## config.mk

```make
export PLATFORM = sky130hd
export DESIGN_NAME = uart_tx_cfg
export DESIGN_NICKNAME = d
export VERILOG_FILES = /design/src/rtl/uart_tx_cfg.sv
export SDC_FILE = /design/constraint.sdc
export NUM_CORES = 1
export LEC_CHECK = 0
export ABC_AREA = 1
export CAP_MARGIN = 0
export CORE_ASPECT_RATIO = 1.4
export CORE_MARGIN = 5
export CORE_UTILIZATION = 28
export DETAILED_ROUTE_END_ITERATION = 10
export DONT_BUFFER_PORTS = 1
export PLACE_DENSITY = 0.38
export SLEW_MARGIN = 25
export SYNTH_ARGS = -nofsm -noshare
export SYNTH_HDL_FRONTEND = slang
export SYNTH_SLANG_ARGS = --single-unit
```

## constraint.sdc

```tcl
create_clock -name clk -period 4.05 [get_ports clk]
set_input_delay 0.405 -clock clk [delete_from_list [all_inputs] [get_ports clk]]
set_output_delay 0.405 -clock clk [all_outputs]
set_load 0.05 [all_outputs]
```

## src/rtl/uart_tx_cfg.sv

```systemverilog
`timescale 1ns/1ps
`default_nettype none
// ============================================================================
// Module   : uart_tx_cfg
// Brief    : Configurable UART transmitter (5..9 data bits, none/even/odd
//            parity, 1/2 stop bits) with a one-entry holding register.
// Revision : 1.0 - initial release
// ============================================================================
module uart_tx_cfg #(
    parameter int DATA_BITS  = 8,
    parameter int OVERSAMPLE = 8,
    parameter int PARITY     = 0,
    parameter int STOP_BITS  = 1
) (
    input  logic                 clk,
    input  logic                 rst,
    input  logic                 baud_tick,
    input  logic                 start,
    input  logic [DATA_BITS-1:0] din,
    output logic                 o_tx,
    output logic                 o_tx_busy,
    output logic                 o_tx_done,
    output logic                 o_ready
);

    localparam int                    c_TICK_W    = $clog2(OVERSAMPLE);
    localparam int                    c_IDX_W     = $clog2(DATA_BITS);
    localparam logic [c_TICK_W-1:0]   c_TICK_LAST = c_TICK_W'(OVERSAMPLE - 1);
    localparam logic [c_IDX_W-1:0]    c_IDX_LAST  = c_IDX_W'(DATA_BITS - 1);
    localparam logic                  c_STOP_LAST = (STOP_BITS == 2);

    typedef enum logic [2:0] {
        S_IDLE  = 3'd0,
        S_START = 3'd1,
        S_DATA  = 3'd2,
        S_PAR   = 3'd3,
        S_STOP  = 3'd4
    } state_t;

    state_t                r_state;
    logic [c_TICK_W-1:0]   r_tick;
    logic [c_IDX_W-1:0]    r_idx;
    logic                  r_stop_cnt;
    logic [DATA_BITS-1:0]  r_shift;
    logic [DATA_BITS-1:0]  r_hold;
    logic                  r_valid;

    logic                  w_accept;
    logic                  w_bit_end;
    logic [c_IDX_W-1:0]    w_idx_next;
    logic                  w_parity;

    assign w_accept   = start & o_ready;
    assign w_bit_end  = baud_tick && (r_tick == c_TICK_LAST) && (r_state != S_IDLE);
    assign w_idx_next = r_idx + c_IDX_W'(1);
    assign w_parity   = (PARITY == 2) ? ~(^r_shift) : (^r_shift);

    always_ff @(posedge clk or negedge rst) begin
        if (!rst) begin
            r_state    <= S_IDLE;
            r_tick     <= '0;
            r_idx      <= '0;
            r_stop_cnt <= 1'b0;
            r_shift    <= '0;
            r_hold     <= '0;
            r_valid    <= 1'b0;
            o_tx       <= 1'b1;
            o_tx_busy  <= 1'b0;
            o_tx_done  <= 1'b0;
            o_ready    <= 1'b1;
        end else begin
            o_tx_done <= 1'b0;

            if (w_accept) begin
                r_hold    <= din;
                r_valid   <= 1'b1;
                o_ready   <= 1'b0;
                o_tx_busy <= 1'b1;
            end

            if (r_state != S_IDLE && baud_tick) begin
                r_tick <= w_bit_end ? '0 : r_tick + c_TICK_W'(1);
            end

            case (r_state)
                S_IDLE: begin
                    r_tick <= '0;
                    if (r_valid) begin
                        r_shift <= r_hold;
                        r_valid <= 1'b0;
                        o_ready <= 1'b1;
                        o_tx    <= 1'b0;
                        r_state <= S_START;
                    end
                end
                S_START: begin
                    if (w_bit_end) begin
                        r_idx   <= '0;
                        o_tx    <= r_shift[0];
                        r_state <= S_DATA;
                    end
                end
                S_DATA: begin
                    if (w_bit_end) begin
                        if (r_idx == c_IDX_LAST) begin
                            if (PARITY != 0) begin
                                o_tx    <= w_parity;
                                r_state <= S_PAR;
                            end else begin
                                o_tx       <= 1'b1;
                                r_stop_cnt <= 1'b0;
                                r_state    <= S_STOP;
                            end
                        end else begin
                            r_idx <= w_idx_next;
                            o_tx  <= r_shift[w_idx_next];
                        end
                    end
                end
                S_PAR: begin
                    if (w_bit_end) begin
                        o_tx       <= 1'b1;
                        r_stop_cnt <= 1'b0;
                        r_state    <= S_STOP;
                    end
                end
                S_STOP: begin
                    if (w_bit_end) begin
                        if (r_stop_cnt == c_STOP_LAST) begin
                            o_tx_done <= 1'b1;
                            if (r_valid) begin
                                r_shift <= r_hold;
                                r_valid <= 1'b0;
                                o_ready <= 1'b1;
                                o_tx    <= 1'b0;
                                r_state <= S_START;
                            end else if (w_accept) begin
                                // Accept on the final tick launches straight from din,
                                // overriding the holding-register capture above.
                                r_shift <= din;
                                r_valid <= 1'b0;
                                o_ready <= 1'b1;
                                o_tx    <= 1'b0;
                                r_state <= S_START;
                            end else begin
                                o_tx_busy <= 1'b0;
                                r_state   <= S_IDLE;
                            end
                        end else begin
                            r_stop_cnt <= 1'b1;
                        end
                    end
                end
                default: r_state <= S_IDLE;
            endcase
        end
    end

endmodule
`default_nettype wire

```

== After elaboration in Yosys (flattened, before gate mapping) ==
Cells that the tools add are included.
W data, S select, Z words.

* Mux-type cells: 64
* Multiply operators: 0
* Divide/modulo/power cells: 0
* Bitwise operators: 1
* Eq/ne operators: 15
* Shifts and indexed selects: 0
* Reductions and logical operators: 15
* Add/subtract/negate cells: 2
* Order comparisons: 1

{| class="wikitable"
|+ Operators with widths
! cell !! number
|-
| $mux W8 || 5
|-
| $mux W3 || 13
|-
| $mux W1 || 38
|-
| $ne A2 B2 Y1 const B || 8
|-
| $pmux W8 S2 || 1
|-
| $pmux W3 S5 || 1
|-
| $reduce_and A5 Y1 || 2
|-
| $eq A3 B3 Y1 const B || 3
|-
| $reduce_and A8 Y1 || 1
|-
| $reduce_and A7 Y1 || 1
|-
| $add A3 B1 Y3 const B || 2
|-
| $eq A3 B2 Y1 const B || 2
|-
| $pmux W3 S2 || 1
|-
| $reduce_bool A2 Y1 || 3
|-
| $reduce_bool A3 Y1 || 2
|-
| $pmux W1 S5 || 1
|-
| $reduce_bool A5 Y1 || 1
|-
| $lt A3 B4 Y1 const B || 1
|-
| $pmux W1 S2 || 2
|-
| $reduce_and A4 Y1 || 1
|-
| $bmux W1 S3 || 1
|-
| $eq A3 B1 Y1 const B || 1
|-
| $logic_and A1 B1 Y1 || 3
|-
| $logic_not A3 Y1 || 1
|-
| other kinds (3) || 3
|}

* RAM bits: 0
* Output and inout port bits: 4
* Memories: 0
* Latch bits: 0
* Bits in read-only memories: 0
* Register bits: 31
* Logic and storage cells: 109

== Logic depth before layout (Yosys ltp) ==
Gate-level depths: netlist of the first run.

* Depth in word-level cells: 7
* Depth in mapped cells: 10

== Least setup slack after synthesis of the first run ==
No wires, ideal clock.

* Path kind: flip-flop to flip-flop
* Start point: register o_ready
* End point: register r_shift[0]
* Path slack: 2.391 ns
* Required time: 3.926 ns
* Stages on the path, launching flop included: 9
* Arrival time: 1.535 ns
* Path buffers: 1
* Period minus slack after synthesis: 1.659 ns
* Cells stage by stage: dfstp_2 nand2_1 inv_2 nor2_1 nand2_1 nand3_2 buf_6 nand2_1 o21ai_1

* Cells in the longest elaborated chain, start to end: 3

{| class="wikitable"
|+ RTL lines
! element !! line !! RTL
|-
| start, declared || 23 || <nowiki>output logic o_ready</nowiki>
|-
| start signal, assigned || 70 || <nowiki>o_ready <= 1'b1;</nowiki>
|-
| start signal, assigned || 77 || <nowiki>o_ready <= 1'b0;</nowiki>
|-
| start signal, assigned || 91 || <nowiki>o_ready <= 1'b1;</nowiki>
|-
| $and A1 B1 Y1 || 53 || <nowiki>assign w_accept = start & o_ready;</nowiki>
|-
| $ne A3 B3 Y1 (no line) || n/a ||
|-
| $reduce_and A5 Y1 (no line) || n/a ||
|-
| end signal, assigned || 89 || <nowiki>r_shift <= r_hold;</nowiki>
|-
| end signal, assigned || 132 || <nowiki>r_shift <= r_hold;</nowiki>
|-
| end signal, assigned || 140 || <nowiki>r_shift <= din;</nowiki>
|-
| end, declared || 44 || <nowiki>logic [DATA_BITS-1:0] r_shift;</nowiki>
|}

Every way passes these cells.
A chain may end at the register's enable or synchronous reset.

== Final worst setup path of the first run ==
* Start point: register o_ready
* End point: register r_shift[4]

The elaborated chain is that of the path after synthesis.

==> summary.md, run 1 <==
| Metric | Value |
|---|---|
| Unrepaired setup endpoints after global routing | false |
| Sequential element share of the synthesized area | 0.491 |
| Syn Nets | 209 |
| All-Layer GR Usage | 0.101 |
| Hold Crit Start | baud_tick |
| Cell chain of the critical path | nand2_1 > inv_2 > nor2_1 > nand2_1 > nand3_2 > nand2_1 > o21ai_1 |
| DRT iter0 DRCs | 31 |
| Final ANT Viol Nets | 0 |
| R2R Setup Slk | 2030 ps |
| Most frequent cells in the layout | 48 x nand2_1, 28 x dfrtp_1, 27 x inv_1 |
| First-pass GRT wire length | 5650 um |
| Final WL | 3170 um |
| Initial antenna violation count | 0 |
| Die width | 72.6 um |
| CTS buffer count | 5 |
| CTS Sinks | 30 |
| Setup Skew | 5.52 ps |
| Worst reg2reg path endpoint | r_shift[4] |
| Nets@finish | 215 |
| Top Ports | 16 |
| Crit Path Class | flip-flop to flip-flop |
| Hold path depth | 2 |
| Switching portion of total power | 0.376 |
| Crit-path slowest cell | dfstp_2 |
| Final setup margin | 2030 ps |
| Avg Cell Area, Syn | 7.95 um^2 |
| Lkg Pwr | 0.804 nW |
| Critical Path Start Type | flip-flop |
| Final period util | 0.499 |
| Mapped Area | 1540 um^2 |
| Sw Pwr | 0.388 mW |
| Min-delay worst type | primary input to flip-flop |
| CP max FO | 17 |
| Logic gate share of total power | 0.298 |
| CTS tree | built |
| Wire per inst | 11.8 um |
| Cells after Synth | 193 |
| Max incr delay on CP | 720 ps |
| Clk_lat worst skew | 280 ps |
| Total die area | 7080 um^2 |
| GRT Residual Overflow | 0 |
| Number of remaining DRC errors | 0 |
| Commonest non-fill, non-tap cell in the layout | nand2_1 |
| Status | completed |
| Setup TNS | 0 ps |
| Worst Tran Pin Value | 487 ps |
| Ys Warns | 0 |
| Worst reg2reg startpoint | o_ready |
| Worst-path clk slew | 70 ps |
| Drt via density | 4.54 |
| CTS resizes | 0 |
| P_int | 0.645 mW |
| Depth of the worst register-to-register path | 7 |
| Initial core utilization | 0.284 |
| Max Root-Sink Buffers | 2 |
| Die extent in y | 97.6 um |
| Worst Setup End Kind | flip-flop |
| Unique masters post-synth | 24 |
| Pwr dens | 592 nW/um^2 |
| Area delta synth->final | 13.6% |
| Core Area | 5410 um^2 |
| Diode count | 0 |
| Layout cell share with drive strength beyond 1 | 0.130 |
| Pins Over Slew Limit | 0 |
| Fill cells | 586 |
| Placer congestion estimate | 0.806 |
| Worst Path Arrival | 2180 ps |
| Vias in the first global route | 1223 |
| Clk pwr share | 0.296 |
| Hold path endpoint | r_tick[1] |
| Endpoints failing hold | 0 |
| Drt pass-1 iters | 4 |
| Seq cells post-synth | 30 |
| Crit path top cell by count | nand2_1 |
| MaxCap Viol Count | 0 |
| Seq pwr share | 0.406 |
| Row Count | 32 |
| Number of I/O port buffers | 0 |
| Vias post-DR | 1216 |
| Critical path required time | 4210 ps |
| H-tree depth | 2 |
| Post-DP HPWL | 2320 um |
| Slew margin rel. | 0.675 |
| Largest net degree at the start of global routing | 31 |
| Period minus WS final | 2020 ps |
| VDD IR max | 0.192 mV |
| Fmax | 0.494 GHz |
| Final setup violation count | 0 |
| Worst slack, placed | 2010 ps |
| Root buf cell | clkbuf_8 |
-- layer usage --
layer | global-route usage | up-vias | share of wire
li1 | - | 625 | -
met5 | 0 | - | 0
met2 | 0.154 | 27 | 0.48
met1 | 0.126 | 554 | 0.45
met3 | 0.0300 | 10 | 0.034
met4 | 0.0554 | 0 | 0.032
-- final cells by class --
| type | instances | area (um^2) | share of cell area |
|---|---|---|---|
| sequential | 30 | 753 | 0.432 |
| timing repair buffer | 2 | 30.0 | 0.0172 |
| clock inverter | 3 | 45.0 | 0.0258 |
| tap | 68 | 85.1 | 0.0488 |
| inverter | 34 | 128 | 0.0732 |
| clock buffer | 5 | 68.8 | 0.0395 |
| multi-input combinational | 126 | 634 | 0.364 |
-- power by group through the flow --
stage | Combinational [mW] | Clock, mW | Sequential (mW)
after floorplan | 0.261 | 0 | 0.414
after global placement | 0.300 | 0 | 0.427
after detailed placement | 0.302 | 0 | 0.426
after CTS | 0.313 | 0.320 | 0.422
after global routing | 0.362 | 0.333 | 0.427
final | 0.308 | 0.306 | 0.420
-- cell families (layout without fill, tap and decap cells) --
| group | after synthesis | in the layout | share of synthesized area |
|---|---|---|---|
| fa+ha+maj | 4 | 4 | 0.0326 |
| compound gates | 40 | 40 | 0.135 |
| buf+inv | 37 | 44 | 0.0962 |
| simple gates | 82 | 82 | 0.245 |
| flops | 30 | 30 | 0.491 |
-- flip-flops by register name, indices dropped and copies added, names as in the netlist --
| signal | count |
|---|---|
| r_hold | 8 |
| r_shift | 8 |
| r_idx | 3 |
| r_state | 3 |
| r_tick | 3 |
| o_ready | 1 |
| o_tx | 1 |
| o_tx_busy | 1 |
| o_tx_done | 1 |
| r_valid | 1 |
-- worst max-delay path, delay by kind of cell, from the launching register on --
| family | cells | cell delay (ps) |
|---|---|---|
| buffers and inverters | 1 | 140 |
| DFF | 1 | 720 |
| and+or+nand+nor | 5 | 980 |
| AOI/OAI and AO/OA | 1 | 70 |
-- worst max-delay path by stage --
stage                        from          to  slack (ps)  cells after the start
after floorplan           o_ready  r_shift[0]        2390                      8
after CTS                 o_ready  r_shift[6]        1990                      7
after global routing      o_ready  r_shift[2]        1770                      7
after detailed placement  o_ready  r_shift[6]        2010                      7
final                     o_ready  r_shift[4]        2030                      7
after global placement    o_ready  r_shift[7]        2060                      7
-- synth_stat cells --
cell type  count  share of area
a21oi_1        4          0.013
a31oi_1        2         0.0081
buf_2          1         0.0033
buf_6          1         0.0073
clkbuf_1       1         0.0024
dfrtp_1       28           0.46
dfstp_2        2          0.034
ha_1           4          0.033
inv_1         27          0.066
inv_2          7          0.017
nand2_1       48           0.12
nand2_2        3          0.012
nand2_4        1         0.0073
nand3_1        9          0.029
nand3_2        1         0.0065
nand4_1        2         0.0081
nor2_1        11          0.027
nor2_4         3          0.022
nor3_1         2         0.0065
nor3b_1        1         0.0049
nor4_1         1         0.0041
o211ai_1       2         0.0098
o21ai_0       21          0.068
o21ai_1       11          0.036
-- per-stage QoR --
step | hold WS [ps] | util | cells | cell area [um^2] | total power, mW
6_report | 261 | 0.323 | 268 | 1740 | 1.03
5_1_grt | 268 | 0.323 | 268 | 1740 | 1.12
4_1_cts | 250 | 0.323 | 268 | 1740 | 1.05
3_5_place_dp | 110 | 0.296 | 258 | 1600 | 0.728
3_3_place_gp | 110 | 0.296 | 258 | 1600 | 0.727
2_1_floorplan | 109 | - | 193 | 1540 | 0.675
-- repair_timing --
item                      in CTS  in global routing
setup buffers                  0                  0
hold endpoints to repair      30                  0
hold buffers                   2                  0
Note: power is estimated with default switching activity, not from simulation.
==> inputs of run 2 (changes only) <==
PLACE_DENSITY = 0.4   (was 0.38)
clock period = 1.7 ns   (was 4.05 ns; I/O delays follow)
==> run 2 against run 1 <==
  * Routed wire length shrank 1.6%
  * Combinational power grew to 2.5 times the previous value
  * Register-to-register slack got worse by 1900 ps
  * Cell area up 1.6%
  * First-iteration DRC count grew 39%
  * Global-route usage decreased by 0.48 points
  * Maximum frequency grew 27%
  * Critical path depth is 1 lower
  * Total power increased by 130%
  * Count of clock-buffer cells in the layout up 2
  * Core utilization up 0.51 points
  * Sequential power increased by 140%
  * Critical endpoint is now r_idx[1]
==> summary.md, run 2 (synthesis gave the netlist of run 1 again) <==
| Metric | Value |
|---|---|
| Status | completed |
| CTS tree | built |
| Top Registers | r_hold x8, r_shift x8 |
| Most frequent cells in the layout | 47 x nand2_1, 28 x dfrtp_1, 27 x inv_1 |
| Vias post-DR | 1214 (-0.16%) |
| Cell chain of the critical path | ha_1 > ha_2 > nand2_2 > nor2_1 > nand4_1 > o21ai_1 |
| Final period util | 0.939 (+0.440) |
| Drt via density | 4.46 (-1.6%) |
| CP max FO | 4 (-13) |
| Lkg Pwr | 0.822 nW (+2.3%) |
| CTS buffer count | 5 (unchanged) |
| Number of I/O port buffers | 0 (unchanged) |
| Setup Fix Bufs, Post-CTS | 0 (unchanged) |
| Largest net degree at the start of global routing | 31 (unchanged) |
| Vias in the first global route | 1189 (-2.8%) |
| Area delta synth->final | 15.4% |
| Die extent in y | 97.6 um (unchanged) |
| Pwr dens | 1340 nW/um^2 (+130%) |
| Crit Path Class | flip-flop to flip-flop |
| Max incr delay on CP | 370 ps (-350 ps) |
| Worst reg2reg startpoint | r_tick[0] |
| Critical Path Sink | r_idx[1] |
| GRT Residual Overflow | 0 (unchanged) |
| Number of instances in the placed design | 262 (+1.6%) |
| Setup TNS | 0 ps (unchanged) |
| Worst-path clk slew | 70 ps (about the same) |
| Commonest non-fill, non-tap cell in the layout | nand2_1 |
| Met3 routed WL | 117 um (+9.3%) |
| Crit-path slowest cell | dfrtp_1 |
| Row Count | 32 (unchanged) |
| Setup Skew | 3.68 ps (-1.84 ps) |
| Core Area | 5410 um^2 (unchanged) |
| CP Depth | 6 (-1) |
| Pins Over Slew Limit | 0 (unchanged) |
| Depth of the worst register-to-register path | 6 (-1) |
| Max Root-Sink Buffers | 2 (unchanged) |
| Diode count | 0 (unchanged) |
| Initial core utilization | 0.284 (unchanged) |
| Layout cell share with drive strength beyond 1 | 0.162 (+0.0318) |
| Min-delay worst type | primary input to flip-flop |
| Worst Tran Pin Value | 477 ps (-10.5 ps) |
| CTS Sinks | 30 (unchanged) |
| Wire length on met1 | 1430 um (-0.83%) |
| Clk_lat worst skew | 280 ps (about the same) |
| VDD IR max | 0.440 mV (+130%) |
| Root buf cell | clkbuf_8 |
| Endpoints failing hold | 0 (unchanged) |
| Initial antenna violation count | 0 (unchanged) |
| Met2 wire length | 1480 um (-2.4%) |
| H-tree depth | 2 (unchanged) |
| Final setup violation count | 0 (unchanged) |
| First-pass GRT wire length | 5410 um (-4.3%) |
| Number of remaining DRC errors | 0 (unchanged) |
| Final WL | 3120 um (-1.6%) |
| Layout Cells excl Fill | 272 (+1.5%) |
| All-Layer GR Usage | 0.0964 (-0.00476) |
| Period minus WS final | 1600 ps (-425 ps) |
| CP bufs+invs | 0 (-1) |
| Post-DP HPWL | 2300 um (-1.0%) |
| MaxCap Viol Count | 0 (unchanged) |
| Top Ports | 16 (unchanged) |
| Worst reg2reg path endpoint | r_idx[1] |
| Critical Path Start Type | flip-flop |
| Placer congestion estimate | 0.798 (-0.92%) |
| Fmax | 0.626 GHz (+27%) |
| Hold Slack | 23.4 ps (-237 ps) |
| R2R Setup Slk | 100 ps (-1920 ps) |
| Die width | 72.6 um (unchanged) |
| Critical path required time | 1900 ps (-2310 ps) |
| Worst Setup End Kind | flip-flop |
| Worst Path Arrival | 1800 ps (-380 ps) |
| DRT iter0 DRCs | 43 (+39%) |
| Dpl cell area | 1630 um^2 (+1.9%) |
| Top sig layer | met4 |
| Slew margin rel. | 0.682 (+0.00702) |
| Drt pass-1 iters | 4 (unchanged) |
| Final ANT Viol Nets | 0 (unchanged) |
| CP Launch Point | r_tick[0] |
| Wire per inst | 11.5 um (-3.1%) |
| Delay-heaviest family, CP | simple AND/OR/NAND/NOR gates |
| Total die area | 7080 um^2 (unchanged) |
| Final instance area | 1770 um^2 (+1.6%) |
| Nets@finish | 219 (+1.9%) |
-- run 2: layout make-up --
class | instances | area [um^2]
fill | 569 | 3630
multi-input combinational | 126 | 654
inverter | 34 | 128
timing repair buffer | 6 | 60.1
tap | 68 | 85.1
clock buffer | 7 | 86.3
sequential | 30 | 753
clock inverter | 1 | 5.00
-- run 2: repair_timing --
item | in CTS | in global routing
endpoints found under the setup margin | 0 | 13
hold buffers | 2 | 0
endpoints found under the hold margin | 30 | 0
resized for setup | 0 | 6
-- run 2: metal layers --
layer,track usage,up-vias
li1,-,638
met1,0.120,537
met2,0.144,29
met3,0.0352,10
met4,0.0483,0
met5,0,-
-- run 2: worst min path at each step --
| stage | from | endpoint | depth (start not counted) |
|---|---|---|---|
| after floorplan | rst | o_tx_busy | 0 |
| after global placement | rst | r_idx[0] | 0 |
| after detailed placement | rst | r_idx[0] | 0 |
| after CTS | baud_tick | r_tick[1] | 2 |
| after global routing | baud_tick | r_tick[1] | 2 |
| final | baud_tick | r_tick[1] | 2 |
-- run 2: power breakdown --
| group | switching [mW] | leakage (nW) | total [mW] | internal (mW) |
|---|---|---|---|---|
| combinational | 0.514 | 0.369 | 0.777 | 0.263 |
| sequential | 0.139 | 0.404 | 0.994 | 0.856 |
| clock | 0.272 | 0.0482 | 0.599 | 0.326 |
| total | 0.925 | 0.822 | 2.37 | 1.45 |
-- run 2: per-stage QoR --
| stage | total power [mW] | utilization | setup WS, ps |
|---|---|---|---|
| after floorplan | 1.61 | - | 40.6 |
| after global placement | 1.72 | 0.302 | 107 |
| after detailed placement | 1.73 | 0.302 | 36.4 |
| after CTS | 2.38 | 0.324 | 19.8 |
| after global routing | 2.58 | 0.328 | -5.81 |
| final | 2.37 | 0.328 | 103 |
==> inputs of run 3 (changes only) <==
CORE_UTILIZATION = 40   (was 28)
PLACE_DENSITY = 0.53   (was 0.4)
==> run 3 against run 2 <==
  * Count of clock-buffer cells in the layout is the same
  * Critical path type unchanged
  * Sequential share of layout area rose by 0.61 points
  * Die area down 27%
  * Routed wire length is 5.3% lower
  * Via count decreased by 1.4%
  * Hold slack gained 3.4 ps
  * Combinational power rose by 2%
  * Sequential power hardly changed
  * Total power is 0.77% higher
  * Core utilization rose by 15 points
  * Global-route usage is 2.7 points higher
  * Cell count shrank 9.2%
==> summary.md, run 3 (synthesis gave the netlist of run 1 again) <==
| Metric | Value |
|---|---|
| Hold path depth | 2 (unchanged) |
| Seq pwr share | 0.417 (-0.003) |
| CP bufs+invs | 1 (+1) |
| Final period util | 0.930 (-0.00894) |
| Status | completed |
| Worst reg2reg path endpoint | o_tx |
| Drt via density | 4.85 (+8.6%) |
| P_int | 1.46 mW (+0.74%) |
| Slew margin rel. | 0.688 (+0.00538) |
| First-pass GRT wire length | 5300 um (-2.0%) |
| Crit Path Class | flip-flop to flip-flop |
| Number of instances in the placed design | 236 (-9.9%) |
| Critical path required time | 1910 ps (about the same) |
| Clk_lat worst skew | 280 ps (about the same) |
| Critical Path Start Type | flip-flop |
| Pins Over Slew Limit | 0 (unchanged) |
| Worst Tran Pin Value | 469 ps (-8.07 ps) |
| R2R Setup Slk | 120 ps (+20 ps) |
| Number of remaining DRC errors | 0 (unchanged) |
| Post-DP HPWL | 2140 um (-7.1%) |
| DRT iter0 DRCs | 30 (-30%) |
| CP max FO | 4 (unchanged) |
| Setup TNS | 0 ps (unchanged) |
| Drt pass-1 iters | 4 (unchanged) |
| Commonest non-fill, non-tap cell in the layout | nand2_1 |
| Final ANT Viol Nets | 0 (unchanged) |
| Clk pwr share | 0.251 (-0.002) |
| Endpoints failing hold | 0 (unchanged) |
| Setup Skew | 10.2 ps (+6.48 ps) |
| Depth of the worst register-to-register path | 9 (+3) |
| Worst Setup End Kind | flip-flop |
| Wire per inst | 12.0 um (+4.3%) |
| Max Root-Sink Buffers | 2 (unchanged) |
| Hold Slack | 26.7 ps (+3.35 ps) |
| Vias post-DR | 1197 (-1.4%) |
| Pwr dens | 1370 nW/um^2 (+2.2%) |
| Worst reg2reg startpoint | r_tick[1] |
| Worst-path clk slew | 70 ps (about the same) |
| CTS tree | built |
| Max incr delay on CP | 360 ps (about the same) |
| GRT Residual Overflow | 0 (unchanged) |
| Row Count | 26 (-19%) |
| Initial core utilization | 0.418 (+0.134) |
| CP Launch Point | r_tick[1] |
| Final WL | 2950 um (-5.3%) |
| Worst slack, placed | 1.96 ps (-34.5 ps) |
| Hold path endpoint | r_tick[1] |
| Total power draw | 2.39 mW (+0.77%) |
| Layout cell share with drive strength beyond 1 | 0.166 (+0.00409) |
| Final setup margin | 118 ps (+15.2 ps) |
| Period minus WS final | 1580 ps (-15.2 ps) |
| Fmax | 0.632 GHz (+0.96%) |
| Top Ports | 16 (unchanged) |
| Lkg Pwr | 0.827 nW (+0.65%) |
| Nets@finish | 220 (+0.46%) |
| Core Area | 3680 um^2 (-32%) |
| Layout Cells excl Fill | 247 (-9.2%) |
| Delay-heaviest family, CP | flip-flops |
| MaxCap Viol Count | 0 (unchanged) |
| Min-delay worst type | primary input to flip-flop |
| Die extent in y | 83.3 um (-15%) |
| Most frequent cells in the layout | 47 x nand2_1, 28 x dfrtp_1, 27 x inv_1 |
| All-Layer GR Usage | 0.124 (+0.0275) |
| Vias in the first global route | 1179 (-0.84%) |
| Sw Pwr | 0.933 mW (+0.81%) |
| Crit-path slowest cell | dfrtp_1 |
| Initial antenna violation count | 0 (unchanged) |
| Placer congestion estimate | 0.837 (+4.8%) |
| Total die area | 5190 um^2 (-27%) |
| Fill cells | 361 (-37%) |
| Area delta synth->final | 13.8% |
| Worst Path Arrival | 1790 ps (about the same) |
| Logic gate share of total power | 0.332 (+0.004) |
| Final setup violation count | 0 (unchanged) |
| VDD IR max | 0.806 mV (+83%) |
| Largest net degree at the start of global routing | 31 (unchanged) |
| Number of I/O port buffers | 0 (unchanged) |
| Die width | 62.4 um (-14%) |
| CTS Sinks | 30 (unchanged) |
| Diode count | 0 (unchanged) |
| Switching portion of total power | 0.390 (about the same) |
| CTS buffer count | 5 (unchanged) |
| Cell chain of the critical path | ha_1 > ha_2 > nand2_2 > buf_4 > o21ai_0 > nand2_1 > nor2_2 > nor2_1 > a21oi_1 |
| H-tree depth | 2 (unchanged) |
| Top Registers | r_hold x8, r_shift x8 |
| Hold Crit Start | baud_tick |
| Unrepaired setup endpoints after global routing | false |
| Root buf cell | clkbuf_8 |
==> run 3: cell count changes in the layout (fill, tap and decap cells not counted), sizes merged <==
cell | previous run | this run
buf | 5 | 6
==> run 3: what timing repair did <==
item	4_1_cts	5_1_grt
hold endpoints to repair	30	0
setup endpoints to repair	3	11
resized for setup	1	4
setup buffers	0	1
pin swaps	0	0
hold buffers	2	0
==> run 3: area by class of cell <==
| type | count | area, um^2 | share of cell area |
|---|---|---|---|
| Sequential cell | 30 | 753 | 0.431 |
| Multi-Input combinational cell | 126 | 654 | 0.375 |
| Inverter | 34 | 128 | 0.0731 |
| Clock buffer | 7 | 86.3 | 0.0494 |
| Timing Repair Buffer | 7 | 67.6 | 0.0387 |
| Tap cell | 42 | 52.6 | 0.0301 |
| Clock inverter | 1 | 5.00 | 0.00287 |
==> run 3: how the worst max path moves through the flow <==
stage / to / slack, ps / depth (start not counted)
after floorplan: r_shift[0] / 40 / 8
after global placement: r_state[0] / 100 / 8
after detailed placement: r_shift[6] / 2 / 9
after CTS: o_tx / 100 / 9
after global routing: o_tx / 9 / 9
final: o_tx / 120 / 9
==> run 3: through the flow <==
step	util	cell area (um^2)
floorplan	-	1540
global placement	0.435	1600
detailed placement	0.435	1600
CTS	0.470	1730
global route	0.475	1750
finish	0.475	1750
==> run 3: routing by layer <==
layer | wire length (um) | GRT usage | part of all wire
met5 | 0 | 0 | 0
met4 | 60 | 0.0521 | 0.020
met3 | 90 | 0.0378 | 0.030
met2 | 1460 | 0.202 | 0.49
met1 | 1350 | 0.149 | 0.46
==> run 3: power by group through the flow <==
stage	sequential [mW]	combinational [mW]	clock (mW)
3_3_place_gp	1.01	0.700	0
6_report	0.997	0.793	0.598
3_5_place_dp	1.01	0.714	0
2_1_floorplan	0.986	0.622	0
5_1_grt	1.01	0.911	0.654
4_1_cts	0.998	0.762	0.624
